`src/rtl/mem_arbiter.sv`:
```
// Two-requester (IFU/LSU) arbiter for the single shared memory port, with a response watchdog.
// Optional build macro ARB_RR_EN: round-robin on ties instead of fixed LSU-over-IFU priority.
module mem_arbiter #(
    parameter int ADDR_W  = 32,
    parameter int DATA_W  = 32,
    parameter int TIMEOUT = 255
) (
    input  logic                clk,
    input  logic                reset,

    input  logic                ifu_req_valid,
    output logic                ifu_req_ready,
    input  logic [ADDR_W-1:0]   ifu_addr,
    output logic                ifu_resp_valid,
    output logic [DATA_W-1:0]   ifu_rdata,

    input  logic                lsu_req_valid,
    output logic                lsu_req_ready,
    input  logic [ADDR_W-1:0]   lsu_addr,
    input  logic                lsu_wen,
    input  logic [DATA_W-1:0]   lsu_wdata,
    input  logic [DATA_W/8-1:0] lsu_wmask,
    output logic                lsu_resp_valid,
    output logic [DATA_W-1:0]   lsu_rdata,

    output logic                mem_req_valid,
    input  logic                mem_req_ready,
    output logic [ADDR_W-1:0]   mem_addr,
    output logic                mem_wen,
    output logic [DATA_W-1:0]   mem_wdata,
    output logic [DATA_W/8-1:0] mem_wmask,
    input  logic                mem_resp_valid,
    input  logic [DATA_W-1:0]   mem_rdata,

    output logic                timeout_err
);

    // state | meaning
    // IDLE  | waiting for a request, ready offered to the granted requester
    // ISSUE | latched request presented to memory until mem_req_ready
    // WAIT  | waiting for mem_resp_valid or watchdog expiry
    typedef enum logic [1:0] {
        S_IDLE  = 2'd0,
        S_ISSUE = 2'd1,
        S_WAIT  = 2'd2
    } state_t;

    localparam int MASK_W = DATA_W / 8;
    localparam int CNT_W  = (TIMEOUT > 1) ? $clog2(TIMEOUT + 1) : 1;
    localparam logic [DATA_W-1:0] ERR_DATA = DATA_W'(32'hDEADBEEF);

    state_t             state;
    state_t             state_nxt;
    logic               grant_lsu;
    logic               grant_ifu;
    logic               accept;
    logic               owner_lsu;
    logic               resp_fire;
    logic               resp_err;
    logic               wd_expire;
    logic [CNT_W-1:0]   wd_cnt;

`ifdef ARB_RR_EN
    logic               last_lsu;

    // On a tie the requester that did not win the previous accept goes first.
    always_comb begin
        grant_lsu = lsu_req_valid;
        if (lsu_req_valid && ifu_req_valid) begin
            grant_lsu = ~last_lsu;
        end
    end

    always_ff @(posedge clk or negedge reset) begin
        if (!reset) begin
            last_lsu <= 1'b0;
        end else if (accept) begin
            last_lsu <= grant_lsu;
        end
    end
`else
    always_comb begin
        grant_lsu = lsu_req_valid;
    end
`endif

    assign grant_ifu     = ifu_req_valid & ~grant_lsu;
    // Gated by reset so no ready is offered while reset is held.
    assign ifu_req_ready = reset & (state == S_IDLE) & grant_ifu;
    assign lsu_req_ready = reset & (state == S_IDLE) & grant_lsu;
    assign accept        = ifu_req_ready | lsu_req_ready;
    assign mem_req_valid = (state == S_ISSUE);

    always_comb begin
        wd_expire = 1'b0;
        if (TIMEOUT > 0) begin
            wd_expire = (wd_cnt == CNT_W'(TIMEOUT - 1));
        end
    end

    always_comb begin
        state_nxt = state;
        resp_fire = 1'b0;
        resp_err  = 1'b0;
        case (state)
            S_IDLE: begin
                if (accept) begin
                    state_nxt = S_ISSUE;
                end
            end
            S_ISSUE: begin
                if (mem_req_ready) begin
                    state_nxt = S_WAIT;
                end
            end
            S_WAIT: begin
                if (mem_resp_valid) begin
                    resp_fire = 1'b1;
                    state_nxt = S_IDLE;
                end else if (wd_expire) begin
                    resp_fire = 1'b1;
                    resp_err  = 1'b1;
                    state_nxt = S_IDLE;
                end
            end
            default: begin
                state_nxt = S_IDLE;
            end
        endcase
    end

    always_ff @(posedge clk or negedge reset) begin
        if (!reset) begin
            state <= S_IDLE;
        end else begin
            state <= state_nxt;
        end
    end

    // Request payload; IFU fetches are always full-word reads.
    always_ff @(posedge clk or negedge reset) begin
        if (!reset) begin
            owner_lsu <= 1'b0;
            mem_addr  <= '0;
            mem_wen   <= 1'b0;
            mem_wdata <= '0;
            mem_wmask <= '0;
        end else if (accept) begin
            owner_lsu <= grant_lsu;
            if (grant_lsu) begin
                mem_addr  <= lsu_addr;
                mem_wen   <= lsu_wen;
                mem_wdata <= lsu_wdata;
                mem_wmask <= lsu_wmask;
            end else begin
                mem_addr  <= ifu_addr;
                mem_wen   <= 1'b0;
                mem_wdata <= '0;
                mem_wmask <= {MASK_W{1'b1}};
            end
        end
    end

    always_ff @(posedge clk or negedge reset) begin
        if (!reset) begin
            wd_cnt <= '0;
        end else if ((state == S_ISSUE) && mem_req_ready) begin
            wd_cnt <= '0;
        end else if ((state == S_WAIT) && !mem_resp_valid && !wd_expire) begin
            wd_cnt <= wd_cnt + 1'b1;
        end
    end

    always_ff @(posedge clk or negedge reset) begin
        if (!reset) begin
            ifu_resp_valid <= 1'b0;
            lsu_resp_valid <= 1'b0;
            ifu_rdata      <= '0;
            lsu_rdata      <= '0;
            timeout_err    <= 1'b0;
        end else begin
            ifu_resp_valid <= 1'b0;
            lsu_resp_valid <= 1'b0;
            if (resp_fire) begin
                if (owner_lsu) begin
                    lsu_resp_valid <= 1'b1;
                    lsu_rdata      <= resp_err ? ERR_DATA : mem_rdata;
                end else begin
                    ifu_resp_valid <= 1'b1;
                    ifu_rdata      <= resp_err ? ERR_DATA : mem_rdata;
                end
            end
            if (resp_err) begin
                timeout_err <= 1'b1;
            end
        end
    end

endmodule

```
`config.mk`:
```
export PLATFORM = sky130hd
export DESIGN_NAME = mem_arbiter
export DESIGN_NICKNAME = d
export VERILOG_FILES = /design/src/rtl/mem_arbiter.sv
export SDC_FILE = /design/constraint.sdc
export NUM_CORES = 1
export LEC_CHECK = 0
export ABC_CLOCK_PERIOD_IN_PS = 2640
export CORE_ASPECT_RATIO = 1.5
export CORE_MARGIN = 2
export CORE_UTILIZATION = 35
export CTS_BUF_LIST = sky130_fd_sc_hd__clkbuf_4
export DETAILED_ROUTE_END_ITERATION = 7
export DONT_BUFFER_PORTS = 1
export PLACE_DENSITY = 0.48
export SLEW_MARGIN = 20
export SYNTH_ARGS = -nofsm -noshare
export SYNTH_HDL_FRONTEND = slang
export SYNTH_SLANG_ARGS = --single-unit
```
`constraint.sdc`:
```
create_clock -name clk -period 2.64 [get_ports clk]
set_clock_uncertainty 0.15 [all_clocks]
set_input_delay 0.264 -clock clk [delete_from_list [all_inputs] [get_ports clk]]
set_output_delay 0.264 -clock clk [all_outputs]
set_load 0.05 [all_outputs]
```
* Word-level counts from Yosys, hierarchy flattened *
Cells that the tools add are included.
W data, S select, Z words.

cells by class
  reduce and logical (&&, ||, !) cells = 10
  add/subtract/negate cells = 1
  bitwise logic cells = 7
  equality and inequality tests = 6
  mux-type cells = 21

operator list
  cell                   number
  $mux W32               3
  $mux W8                2
  $mux W1                10
  $add A8 B1 Y8 const B  1
  $eq A8 B8 Y1 const B   1
  $mux W2                4
  $pmux W2 S3            1
  $and A1 B1 Y1          4
  $mux W4                1
  $reduce_and A2 Y1      2
  $logic_and A1 B1 Y1    3
  $ne A3 B3 Y1 const B   1
  $reduce_and A3 Y1      1
  $eq A2 B1 Y1 const B   1
  $eq A2 B2 Y1 const B   1
  $logic_not A1 Y1       2
  $logic_not A2 Y1       1
  $ne A2 B1 Y1 const B   1
  $ne A2 B2 Y1 const B   1
  $not A1 Y1             2
  $reduce_bool A2 Y1     1
  $or A1 B1 Y1           1

storage, ports and cells
  logic and storage cells = 57
  register bits = 147
  input bits = 139
  output and inout bits = 139

* Longest topological paths before layout *
Gate-level depths: netlist of the first run.

  word-level depth = 6
  mapped depth = 8
  mapped depth without buffers = 5

* Least setup slack after synthesis of the first run *
OpenSTA, ideal clock, no wires.

  path type = register to register
  start = register state[0]
  end = register wd_cnt[3]
  stages on the path, launching flop included = 5
  setup slack = 0.689 ns
  library setup time = 0.128 ns
  buffers on the path = 1
  clock period less this slack = 1.951 ns
  data required time = 2.362 ns
  arrival time = 1.673 ns
  cell sequence = dfrtp_1 -> buf_2 -> nor2b_1 -> and2_1 -> nor3_1

between the ends
  elaborated cells on any way between the ends = 7
  classes of those cells = eq/ne (2); mux (1); reduce/logical (4)

RTL lines
  element                                        line  source
  start: declaration                             52    state_t state;
  start signal: assignment                       136   state <= state_nxt;
  $eq A2 B1 Y1 *                                 n/a
  net mem_req_valid                              26    output logic mem_req_valid,
  $logic_and A1 B1 Y1 *                          167   end else if ((state == S_ISSUE) && mem_req_ready) begin
  $mux W8 or $reduce_bool A2 Y1 (tied branches)  n/a
  end signal: assignment                         170   wd_cnt <= wd_cnt + 1'b1;
  end: declaration                               61    logic [CNT_W-1:0] wd_cnt;

The timed path passes the listed nets; every way through them passes the cells marked *.
A chain may end at the register's enable or synchronous reset.

* Final worst setup path of the first run *
  start = register wd_cnt[0]
  end = register lsu_rdata[26]

between the ends
  cells in the longest elaborated chain, start to end = 5
  elaborated cells on any way between the ends = 8
  classes of those cells = eq/ne (1); mux (6); reduce/logical (1)

ends and longest elaborated chain
  element                                        line  source
  $eq A8 B8 Y1 *                                 97    wd_expire = (wd_cnt == CNT_W'(TIMEOUT - 1));
  $mux W1 *                                      120   end else if (wd_expire) begin
  $mux W1                                        117   if (mem_resp_valid) begin
  $mux W1                                        105   case (state)
  $mux W32 or $reduce_and A2 Y1 (tied branches)  n/a
  end signal: assignment                         187   lsu_rdata <= resp_err ? ERR_DATA : mem_rdata;
  end: declaration                               24    output logic [DATA_W-1:0] lsu_rdata,

Mark *: on every way between the ends. The rest lies on a longest branch, timed or not.

==> results.py, run 1 <==
metrics = {
    "clocking": {
        "clkLatencyLatePin_ns": 0.53,
        "clkSinkCount": 147,
        "cts_max_level": 4,
        "cts_tree": "done",
        "cts-root-buf": "clkbuf_4",
        "cts_setup_buffers": 0,
        "cts_buffer_depth": 2,
        "ctsHoldBuffers": 144,
        "cts_buffers": 17,
        "cts.clk_slew.worst_paths_ns": 0.13,
    },
    "global_routing": {
        "track_usage_pct": 18.3,
        "globalRouteMet1Util_pct": 20.3,
        "busiest_layer": "met2",
        "grt-ovfl-total": 0,
        "grt_pass1_vias": 5154,
        "met3_usage_pct": 5.91,
        "antenna_found_initial": 2,
        "grt_use_met2_pct": 32.1,
        "grt_start_max_net_pins": 149,
        "grt_pass1_wl_um": 27600,
    },
    "timing": {
        "worst_pin_slew_ns": 0.805,
        "period_minus_slack_ns": 2.44,
        "setup-tns-final_ns": 0,
        "final_max_slew_viol_count": 0,
        "hold_ws_ns": -0.755,
        "max_freq_ghz": 0.409,
        "post-route-period-util_pct": 92.6,
        "rsz0062_at_grt": "no",
        "hold_viol_final": 147,
        "setup-violations-final": 0,
        "max_slew_margin_pct": 46.3,
    },
    "synthesis": {
        "yosysSeqAreaShare_pct": 57.9,
        "synth_cell_type_count": 47,
        "synth_edf_count": 0,
        "synth_ff_type": "dfrtp_1",
        "ys_ff_latch": 147,
        "synth_area_um2": 6350,
        "async_flop_share_pct": 100,
        "synth_area_per_cell_um2": 12.0,
        "yosys_warnings": 0,
        "syn_inst": 528,
        "synth_nets": 669,
    },
    "worst_setup_path": {
        "cp_slowest_cell": "dlygate4sd3_1",
        "crit_fanout": 27,
        "cp-end-kind": "flip-flop",
        "path_delay_family": "buffers and inverters",
        "critical_path_buf_inv_count": 3,
        "worstPathRequired_ns": 2.92,
        "slowest_delay_ns": 0.56,
        "cp_cell_sequence": "inv_1 > ha_1 > and3_1 > a21oi_4 > buf_4 > a21oi_1 > dlygate4sd3_1",
        "worstPathArrival_ns": 2.72,
        "cp-start-kind": "flip-flop",
        "path_class": "flip-flop to flip-flop",
    },
    "floorplanning": {
        "core_um2": 17900,
        "dieArea_um2": 19300,
        "ios": 278,
        "dieWidth_um": 114,
        "die_y_um": 169,
        "initial_core_util_pct": 35.5,
        "rows": 60,
    },
    "power": {
        "seqPwrFrac_pct": 66.1,
        "combPwrFrac_pct": 20.2,
        "p_int_uw": 4800,
        "p_leak_uw": 0.00348,
        "swShare_pct": 53.4,
        "p_clk_share_pct": 13.7,
        "ir_drop_mv": 0.570,
        "power_switching_uw": 5500,
        "pwr_density_cell_nw_per_um2": 1240,
    },
    "outcome": {
        "status": "finished with violations",
        "violations": "hold timing",
    },
    "flow_run": {
        "cap_violations": 0,
    },
    "drt": {
        "drt_first_pass_iters": 6,
        "vias": 4872,
        "viasPerCell": 5.43,
        "drc_errors": 0,
        "wirelength_um": 17700,
        "drt-initial-drc-count": 299,
        "post_drt_wl_per_cell_um": 19.8,
        "detail-route-antenna-nets": 0,
    },
    "placement": {
        "hpwlAfterDp_um": 11200,
        "port_buffers": 0,
        "place_congestion": 0.758,
        "dp_cells": 719,
    },
    "min_path": {
        "hold_class": "input pin to async pin",
    },
    "layout": {
        "areaGrowthSynthToFinish_pct": 30.4,
        "layoutNonFillerInstCount": 897,
        "final_nets": 806,
        "drive_above_1_share_pct": 12.9,
    },
}
==> worst paths after layout <==
kind                                       start                         to  slack, ns  depth (start not counted)
min reg2reg                wd_cnt[5]$_DFFE_PN0P_      wd_cnt[5]$_DFFE_PN0P_       0.42                          1
min                                        reset  lsu_rdata[29]$_DFFE_PN0P_      -0.76                          0
max                        wd_cnt[0]$_DFFE_PN0P_  lsu_rdata[26]$_DFFE_PN0P_       0.20                          7
max reg2reg                wd_cnt[0]$_DFFE_PN0P_  lsu_rdata[26]$_DFFE_PN0P_       0.20                          7
max in group asynchronous                  reset    mem_addr[9]$_DFFE_PN0P_       2.91                          0
min in group clk                   lsu_req_valid  mem_wdata[18]$_DFFE_PN0P_       0.07                          3
==> synth_stat cells (2+ instances only) <==
cell type / number / area share, %
a22o_1: 49 / 6.8
mux2i_1: 3 / 0.47
nand3_1: 2 / 0.16
nor2_1: 3 / 0.18
and3_1: 3 / 0.30
a21o_1: 18 / 2.1
mux2_2: 38 / 6.7
dfrtp_1: 147 / 58
mux2_1: 26 / 4.6
o22ai_1: 48 / 4.7
nand3b_1: 2 / 0.24
buf_2: 23 / 1.8
buf_4: 4 / 0.47
o22a_1: 4 / 0.55
clkbuf_1: 10 / 0.59
a311oi_1: 3 / 0.41
and4_1: 2 / 0.28
nand2_1: 9 / 0.53
a31oi_1: 2 / 0.20
inv_1: 50 / 3.0
o21ai_0: 2 / 0.16
nor3b_2: 2 / 0.39
a21oi_1: 52 / 4.1
ha_1: 2 / 0.39
nor2b_1: 2 / 0.20
==> layout by cell type (no fill, tap or decap), types with 9 or more instances in the layout <==
cell	synthesis	final
dlygate4sd3_1	0	144
a21oi_1	52	51
clkbuf_4	0	19
inv_1	50	50
a22o_1	49	49
nand2_1	9	9
buf_4	4	12
mux2_1	26	26
a21o_1	18	18
dfrtp_1	147	146
o22ai_1	48	48
mux2_2	38	38
==> cells by family (layout without fill, tap and decap cells) <==
logic type | Yosys count | count (layout) | synth area share (%)
adders and majority gates | 2 | 2 | 0.394
muxes | 67 | 67 | 11.8
DFF | 147 | 147 | 57.9
AOI/OAI and AO/OA | 183 | 183 | 19.6
and+or+nand+nor | 39 | 39 | 4.14
buffers and inverters | 90 | 239 | 6.13
other | 0 | 3 | 0
==> what timing repair did <==
| item | in CTS | in global routing |
|---|---|---|
| gates resized for setup | 0 | 2 |
| setup endpoints to repair | 0 | 2 |
| endpoints found under the hold margin | 294 | 147 |
==> registers in the layout, summed over array words and instances, names as in the netlist <==
| signal | count |
|---|---|
| owner_lsu | 1 |
| state | 2 |
| lsu_rdata | 32 |
| mem_addr | 32 |
| mem_wdata | 32 |
| lsu_resp_valid | 1 |
| ifu_resp_valid | 1 |
| timeout_err | 1 |
| wd_cnt | 8 |
| ifu_rdata | 32 |
| mem_wen | 1 |
| mem_wmask | 4 |
==> power by group through the flow <==
stage | clock network, uW | logic, uW | registers, uW
2_1_floorplan | 0 | 1570 | 6530
3_3_place_gp | 0 | 1730 | 6850
3_5_place_dp | 0 | 1810 | 6860
4_1_cts | 1490 | 2070 | 6810
5_1_grt | 1590 | 2310 | 6920
6_report | 1420 | 2080 | 6810
==> layout make-up <==
type,count,area [um2]
Fill cell,1635,9590
Multi-Input combinational cell,291,2300
Timing Repair Buffer,157,1550
Tap cell,217,272
Inverter,51,191
Sequential cell,147,3680
Clock inverter,12,131
Clock buffer,19,143
Antenna cell,3,7.51
==> worst reg2reg max path, delay by kind of cell (launching register included) <==
family / cells / cell delay [ns]
AND/OR/NAND/NOR: 1 / 0.25
AO/OA/AOI/OAI: 2 / 0.28
flip-flops: 1 / 0.50
adder cells (fa/ha/maj): 1 / 0.23
buffers and inverters: 3 / 0.94
==> routing by layer <==
layer	routed length, um	vias up
met4	557	0
li1	-	2205
met5	0	-
met3	1190	35
met1	6480	2428
met2	9490	204
==> per-stage QoR <==
stage | worst slack, ns | power [uW] | utilization, % | hold slack, ns | instance area, um2
after floorplan | 0.689 | 8110 | - | -0.182 | 6350
after global routing | 0.0764 | 10800 | 46.3 | -0.853 | 8280
after CTS | 0.105 | 10400 | 46.3 | -0.822 | 8270
after detailed placement | 0.542 | 8670 | 36.7 | -0.177 | 6550
final | 0.196 | 10300 | 46.3 | -0.755 | 8280
after global placement | 0.564 | 8580 | 36.7 | -0.176 | 6550
(Power assumes the default switching activity.)
==> inputs of run 2 (changes only) <==
PLACE_DENSITY = default   (was 0.48)
==> run 2 against run 1 <==
Compared with the run above:
- the flow still finishes with violations (hold timing)
- clock power rose by 25%
- setup slack got worse by 0.041 ns
- via count rose by 2.8%
- global-route usage rose by 0.34 points
- register-to-register slack got worse by 0.04 ns
- non-clock buffer count rose by 2
- sequential power rose by 0.7%
- maximum frequency fell by 1.6%
- critical path depth did not move
- critical endpoint is now ifu_rdata[16]$_DFFE_PN0P_
==> results.py, run 2 (synthesis results as in run 1) <==
metrics = {
    "clocking": {
        "cts-root-buf": "clkbuf_4",
        "clkLatencyLatePin_ns": 0.54,
        "ctsHoldBuffers": 148,
        "cts.clk_slew.worst_paths_ns": 0.15,
        "cts_buffers": 17,
        "cts_tree": "done",
        "cts_buffer_depth": 2,
        "cts_setup_buffers": 0,
        "clkSinkCount": 147,
        "cts_max_level": 4,
    },
    "worst_setup_path": {
        "cp-start-kind": "flip-flop",
        "path_class": "flip-flop to flip-flop",
        "crit_fanout": 66,
        "cp-end-kind": "flip-flop",
        "worstPathRequired_ns": 2.93,
        "worstPathArrival_ns": 2.78,
        "timing.rr.start": "wd_cnt[0]$_DFFE_PN0P_",
        "cp-startpoint": "wd_cnt[0]$_DFFE_PN0P_",
    },
    "layout": {
        "final_nets": 808,
        "final_common_cell": "dlygate4sd3_1",
        "drive_above_1_share_pct": 13.1,
        "layout_common_cells": "dlygate4sd3_1, dfrtp_1, a21oi_1",
        "areaGrowthSynthToFinish_pct": 32.8,
    },
    "power": {
        "ir_drop_mv": 0.730,
        "pwr_density_cell_nw_per_um2": 1270,
        "p_leak_uw": 0.00355,
    },
    "drt": {
        "wirelength_um": 18300,
        "post_drt_wl_per_cell_um": 20.4,
        "drt_first_pass_iters": 5,
        "drt-initial-drc-count": 313,
        "vias": 5006,
        "detail-route-antenna-nets": 0,
        "viasPerCell": 5.57,
        "drc_errors": 0,
    },
    "floorplanning": {
        "rows": 60,
        "die_y_um": 169,
        "ios": 278,
        "dieWidth_um": 114,
        "dieArea_um2": 19300,
        "core_um2": 17900,
        "initial_core_util_pct": 35.5,
    },
    "timing": {
        "max_freq_ghz": 0.402,
        "max_slew_margin_pct": 62.1,
        "setup-tns-final_ns": 0,
        "period_minus_slack_ns": 2.49,
        "setup-violations-final": 0,
        "rsz0062_at_grt": "no",
        "worst_pin_slew_ns": 0.568,
        "final_max_slew_viol_count": 0,
        "post-route-period-util_pct": 94.1,
        "hold_viol_final": 147,
        "setup_ws_ns": 0.155,
        "hold_ws_ns": -0.760,
    },
    "min_path": {
        "hold_class": "input pin to async pin",
    },
    "placement": {
        "pre_cts_slack_ns": 0.550,
        "place_congestion": 0.838,
        "port_buffers": 0,
        "hpwlAfterDp_um": 11500,
    },
    "global_routing": {
        "grt_pass1_wl_um": 28000,
        "antenna_found_initial": 1,
        "grt-ovfl-total": 0,
        "grt_pass1_vias": 5238,
        "track_usage_pct": 18.7,
        "grt_start_max_net_pins": 149,
    },
    "outcome": {
        "violations": "hold timing",
        "status": "finished with violations",
    },
    "flow_run": {
        "cap_violations": 0,
    },
}
## run 2: layout make-up
type | instances | area [um2]
Antenna cell | 1 | 2.50
Clock buffer | 17 | 128
Multi-Input combinational cell | 291 | 2310
Clock inverter | 15 | 244
Fill cell | 1588 | 9430
Timing Repair Buffer | 159 | 1600
Tap cell | 217 | 272
Sequential cell | 147 | 3680
Inverter | 51 | 196
## run 2: layer usage
metal	global-route usage, %	part of all wire (%)
met1	20.5	37
met2	33.2	55
met3	4.58	5.0
met4	9.33	3.4
met5	0	0
## run 2: what timing repair did
action,4_1_cts,5_1_grt
endpoints found under the hold margin,294,147
endpoints found under the setup margin,1,1
resized for setup,2,3
## run 2: power by group
group	internal (uW)	switching, uW
Clock	878	888
Sequential	3040	3820
Combinational	1210	900
## run 2: final timing paths
check,to,slack (ns),depth (start not counted)
max,ifu_rdata[16]$_DFFE_PN0P_,0.15,7
min,lsu_rdata[21]$_DFFE_PN0P_,-0.76,0
max reg2reg,ifu_rdata[16]$_DFFE_PN0P_,0.15,7
min reg2reg,wd_cnt[5]$_DFFE_PN0P_,0.42,1
max in group asynchronous,mem_wmask[2]$_DFFE_PN0P_,2.87,0
min in group clk,mem_wdata[9]$_DFFE_PN0P_,0.08,3
## run 2: per-stage QoR
step                      total power (uW)  instances  utilization [%]  cell area, um2
after floorplan                       8110        528                -            6350
after global placement                8580        717             36.8            6570
after detailed placement              8690        717             36.8            6570
after CTS                            10800        897             47.2            8430
after global routing                 11200        898             47.2            8440
final                                10700        898             47.2            8440
## run 2: worst max-delay path, stage by stage (launching register included)
cell and delay [ns]:
dfrtp_1 0.53, inv_1 0.08, ha_1 0.24, and3_1 0.24, a21oi_4 0.17, buf_12 0.28, a21oi_1 0.11, dlygate4sd3_1 0.56
==> inputs of run 3 (changes only) <==
ABC_AREA = 1   (was default)
==> run 3 against run 2 <==
Compared with the run above:
- the flow still finishes with violations (hold timing)
- largest cell class unchanged
- highest routed layer unchanged
- wire length increased by 2.3%
- largest power group unchanged
- clock power decreased by 14%
- combinational power decreased by 10%
==> results.py, run 3 <==
metrics = {
    "outcome": {
        "status": "finished with violations",
        "violations": "hold timing",
    },
    "global_routing": {
        "grt_start_max_net_pins": 151,
        "grt_pass1_wl_um": 29500,
        "antenna_found_initial": 1,
        "track_usage_pct": 20.0,
        "grt_pass1_vias": 5412,
        "grt-ovfl-total": 0,
    },
    "clocking": {
        "cts_max_level": 4,
        "cts_buffer_depth": 2,
        "cts_setup_buffers": 0,
        "cts.clk_slew.worst_paths_ns": 0.13,
        "cts-root-buf": "clkbuf_4",
        "clkLatencyLatePin_ns": 0.52,
        "cts_tree": "done",
        "clkSinkCount": 147,
        "cts_buffers": 17,
    },
    "synthesis": {
        "yosys_warnings": 0,
        "ys_ff_latch": 147,
        "ys_top_cells_by_count": "nand2_1, dfrtp_1, nand3_1",
        "synthTopCellsByArea": "dfrtp_1, nand2_1, nand3_1",
        "yosysTopAreaCellShare_pct": 59.7,
        "synth-compound-area-share_pct": 10.9,
        "syn_inst": 673,
        "synth_mux_area_share_pct": 0,
        "synth_edf_count": 0,
        "yosysSeqAreaShare_pct": 59.7,
        "yosysTopAreaCell": "dfrtp_1",
        "synth_adder_area_share_pct": 0.406,
        "synth_area_per_cell_um2": 9.15,
        "yosys.cell_count.top_type": "nand2_1",
        "synth_area_um2": 6160,
        "synth_cell_type_count": 27,
        "synth_ff_type": "dfrtp_1",
        "async_flop_share_pct": 100,
        "yosys.area_share.xor_xnor_pct": 0.284,
        "synth_top_family_by_area": "simple AND/OR/NAND/NOR gates",
        "synth_nets": 814,
        "yosys.area_share.simple_pct": 22.7,
    },
    "drt": {
        "wl_met1_um": 7020,
        "drt-initial-drc-count": 467,
        "post_drt_wl_per_cell_um": 18.1,
        "vias": 5352,
        "viasPerCell": 5.18,
        "drc_errors": 0,
        "highest_layer": "met4",
        "wirelength_um": 18700,
        "drt_first_pass_iters": 6,
        "wl_met3_um": 1100,
        "wl_met2_um": 9850,
        "detail-route-antenna-nets": 0,
    },
    "timing": {
        "hold_ws_ns": -0.735,
        "worst_pin_slew_ns": 0.935,
        "setup-violations-final": 0,
        "period_minus_slack_ns": 2.26,
        "max_freq_ghz": 0.442,
        "final_max_slew_viol_count": 0,
        "hold_viol_final": 147,
        "rsz0062_at_grt": "no",
        "post-route-period-util_pct": 85.8,
        "max_slew_margin_pct": 37.6,
        "setup-tns-final_ns": 0,
    },
    "worst_setup_path": {
        "r2r_slack_ns": 0.38,
        "crit_fanout": 66,
        "timing.rr.end": "mem_addr[8]$_DFFE_PN0P_",
        "critical_path_buf_inv_count": 2,
        "worstPathArrival_ns": 2.60,
        "cp_slowest_cell": "dlygate4sd3_1",
        "cp-startpoint": "state[1]$_DFFE_PN0P_",
        "critPathCapture": "mem_addr[8]$_DFFE_PN0P_",
        "path_class": "flip-flop to flip-flop",
        "critical_path_depth": 7,
        "rr_worst_depth": 7,
        "slowest_delay_ns": 0.56,
        "timing.rr.start": "state[1]$_DFFE_PN0P_",
        "worstPathRequired_ns": 2.97,
        "cp-end-kind": "flip-flop",
        "cp_cell_sequence": "nor2_2 > nand3_2 > nand2_2 > buf_12 > nor2_1 > a31oi_1 > dlygate4sd3_1",
        "path_delay_family": "buffers and inverters",
        "cp-start-kind": "flip-flop",
    },
    "power": {
        "ir_drop_mv": 0.796,
        "pwr_density_cell_nw_per_um2": 1360,
        "p_leak_uw": 0.00400,
    },
    "layout": {
        "filler_cell_count": 1574,
        "final_common_cell": "nand2_1",
        "layout_common_cells": "nand2_1, dfrtp_1, dlygate4sd3_1",
        "finish.utilization_pct": 46.8,
        "areaGrowthSynthToFinish_pct": 31.3,
        "drive_above_1_share_pct": 6.71,
        "final_nets": 948,
    },
    "floorplanning": {
        "dieArea_um2": 18700,
        "core_um2": 17300,
        "die_y_um": 166,
        "dieWidth_um": 112,
        "rows": 59,
        "initial_core_util_pct": 35.7,
        "ios": 278,
    },
    "placement": {
        "port_buffers": 0,
        "place_congestion": 0.851,
        "hpwlAfterDp_um": 11800,
    },
    "min_path": {
        "hold_class": "input pin to async pin",
    },
    "flow_run": {
        "cap_violations": 0,
    },
}
[run 3: cell count changes after synthesis, sizes merged, moves of 5 or more]
| cell | previous run | this run |
|---|---|---|
| a21o | 18 | 0 |
| o22ai | 48 | 0 |
| a21oi | 52 | 1 |
| mux2 | 64 | 0 |
| nor2 | 3 | 40 |
| clkbuf | 10 | 15 |
| a31oi | 2 | 32 |
| nand3 | 2 | 61 |
| nand2 | 9 | 240 |
| a22o | 49 | 33 |
| o21ai | 3 | 21 |
| inv | 51 | 40 |
[run 3: kinds of logic after synthesis]
logic type / after synthesis
flops: 147
simple gates: 345
xor+xnor: 2
compound gates: 94
buf+inv: 83
fa+ha+maj: 2
[run 3: power breakdown]
part | total [uW] | internal, uW | leakage (uW) | switching, uW
Sequential | 7610 | 3180 | 0.00181 | 4430
Clock | 1520 | 667 | 0.000167 | 856
Combinational | 1890 | 860 | 0.00202 | 1030
[run 3: how the worst min path moves through the flow]
stage	endpoint
finish	ifu_resp_valid$_DFF_PN0_
global route	ifu_resp_valid$_DFF_PN0_
detailed placement	ifu_resp_valid$_DFF_PN0_
global placement	lsu_rdata[28]$_DFFE_PN0P_
CTS	lsu_rdata[2]$_DFFE_PN0P_
floorplan	ifu_rdata[0]$_DFFE_PN0P_
[run 3: metrics by stage]
step	hold WS, ns	cell area (um2)	power, uW	std cells	worst slack [ns]
final	-0.735	8090	11000	1034	0.376
after global routing	-0.825	8090	11500	1034	0.198
after CTS	-0.805	8060	11100	1031	0.0344
after detailed placement	-0.178	6340	9300	858	0.501
after global placement	-0.178	6340	9200	858	0.571
after floorplan	-0.182	6160	8620	673	0.561
[run 3: worst reg2reg max path, stage by stage (launching register included)]
cell and delay [ns]:
dfrtp_1 0.43, nor2_2 0.23, nand3_2 0.19, nand2_2 0.17
buf_12 0.26, nor2_1 0.08, a31oi_1 0.15, dlygate4sd3_1 0.56
[run 3: routing by layer]
metal  up-vias  global-route usage (%)
met5         -                       0
met4         0                    10.3
met3        48                    5.42
met2       256                    34.0
met1      2571                    23.0
li1       2477                       -
[run 3: layout make-up]
class	count	area, um2	share of cell area, %
Timing Repair Buffer	156	1540	19.0
Multi-Input combinational cell	443	2130	26.4
Sequential cell	147	3680	45.5
Clock inverter	15	180	2.23
Inverter	42	158	1.95
Tap cell	213	267	3.30
Clock buffer	17	128	1.58
Antenna cell	1	2.50	0.0309
[run 3: what timing repair did]
item / in CTS / in global routing
hold endpoints to repair: 291 / 150
endpoints found under the setup margin: 1 / 3
gates resized for setup: 1 / 2
hold buffers: 141 / 2
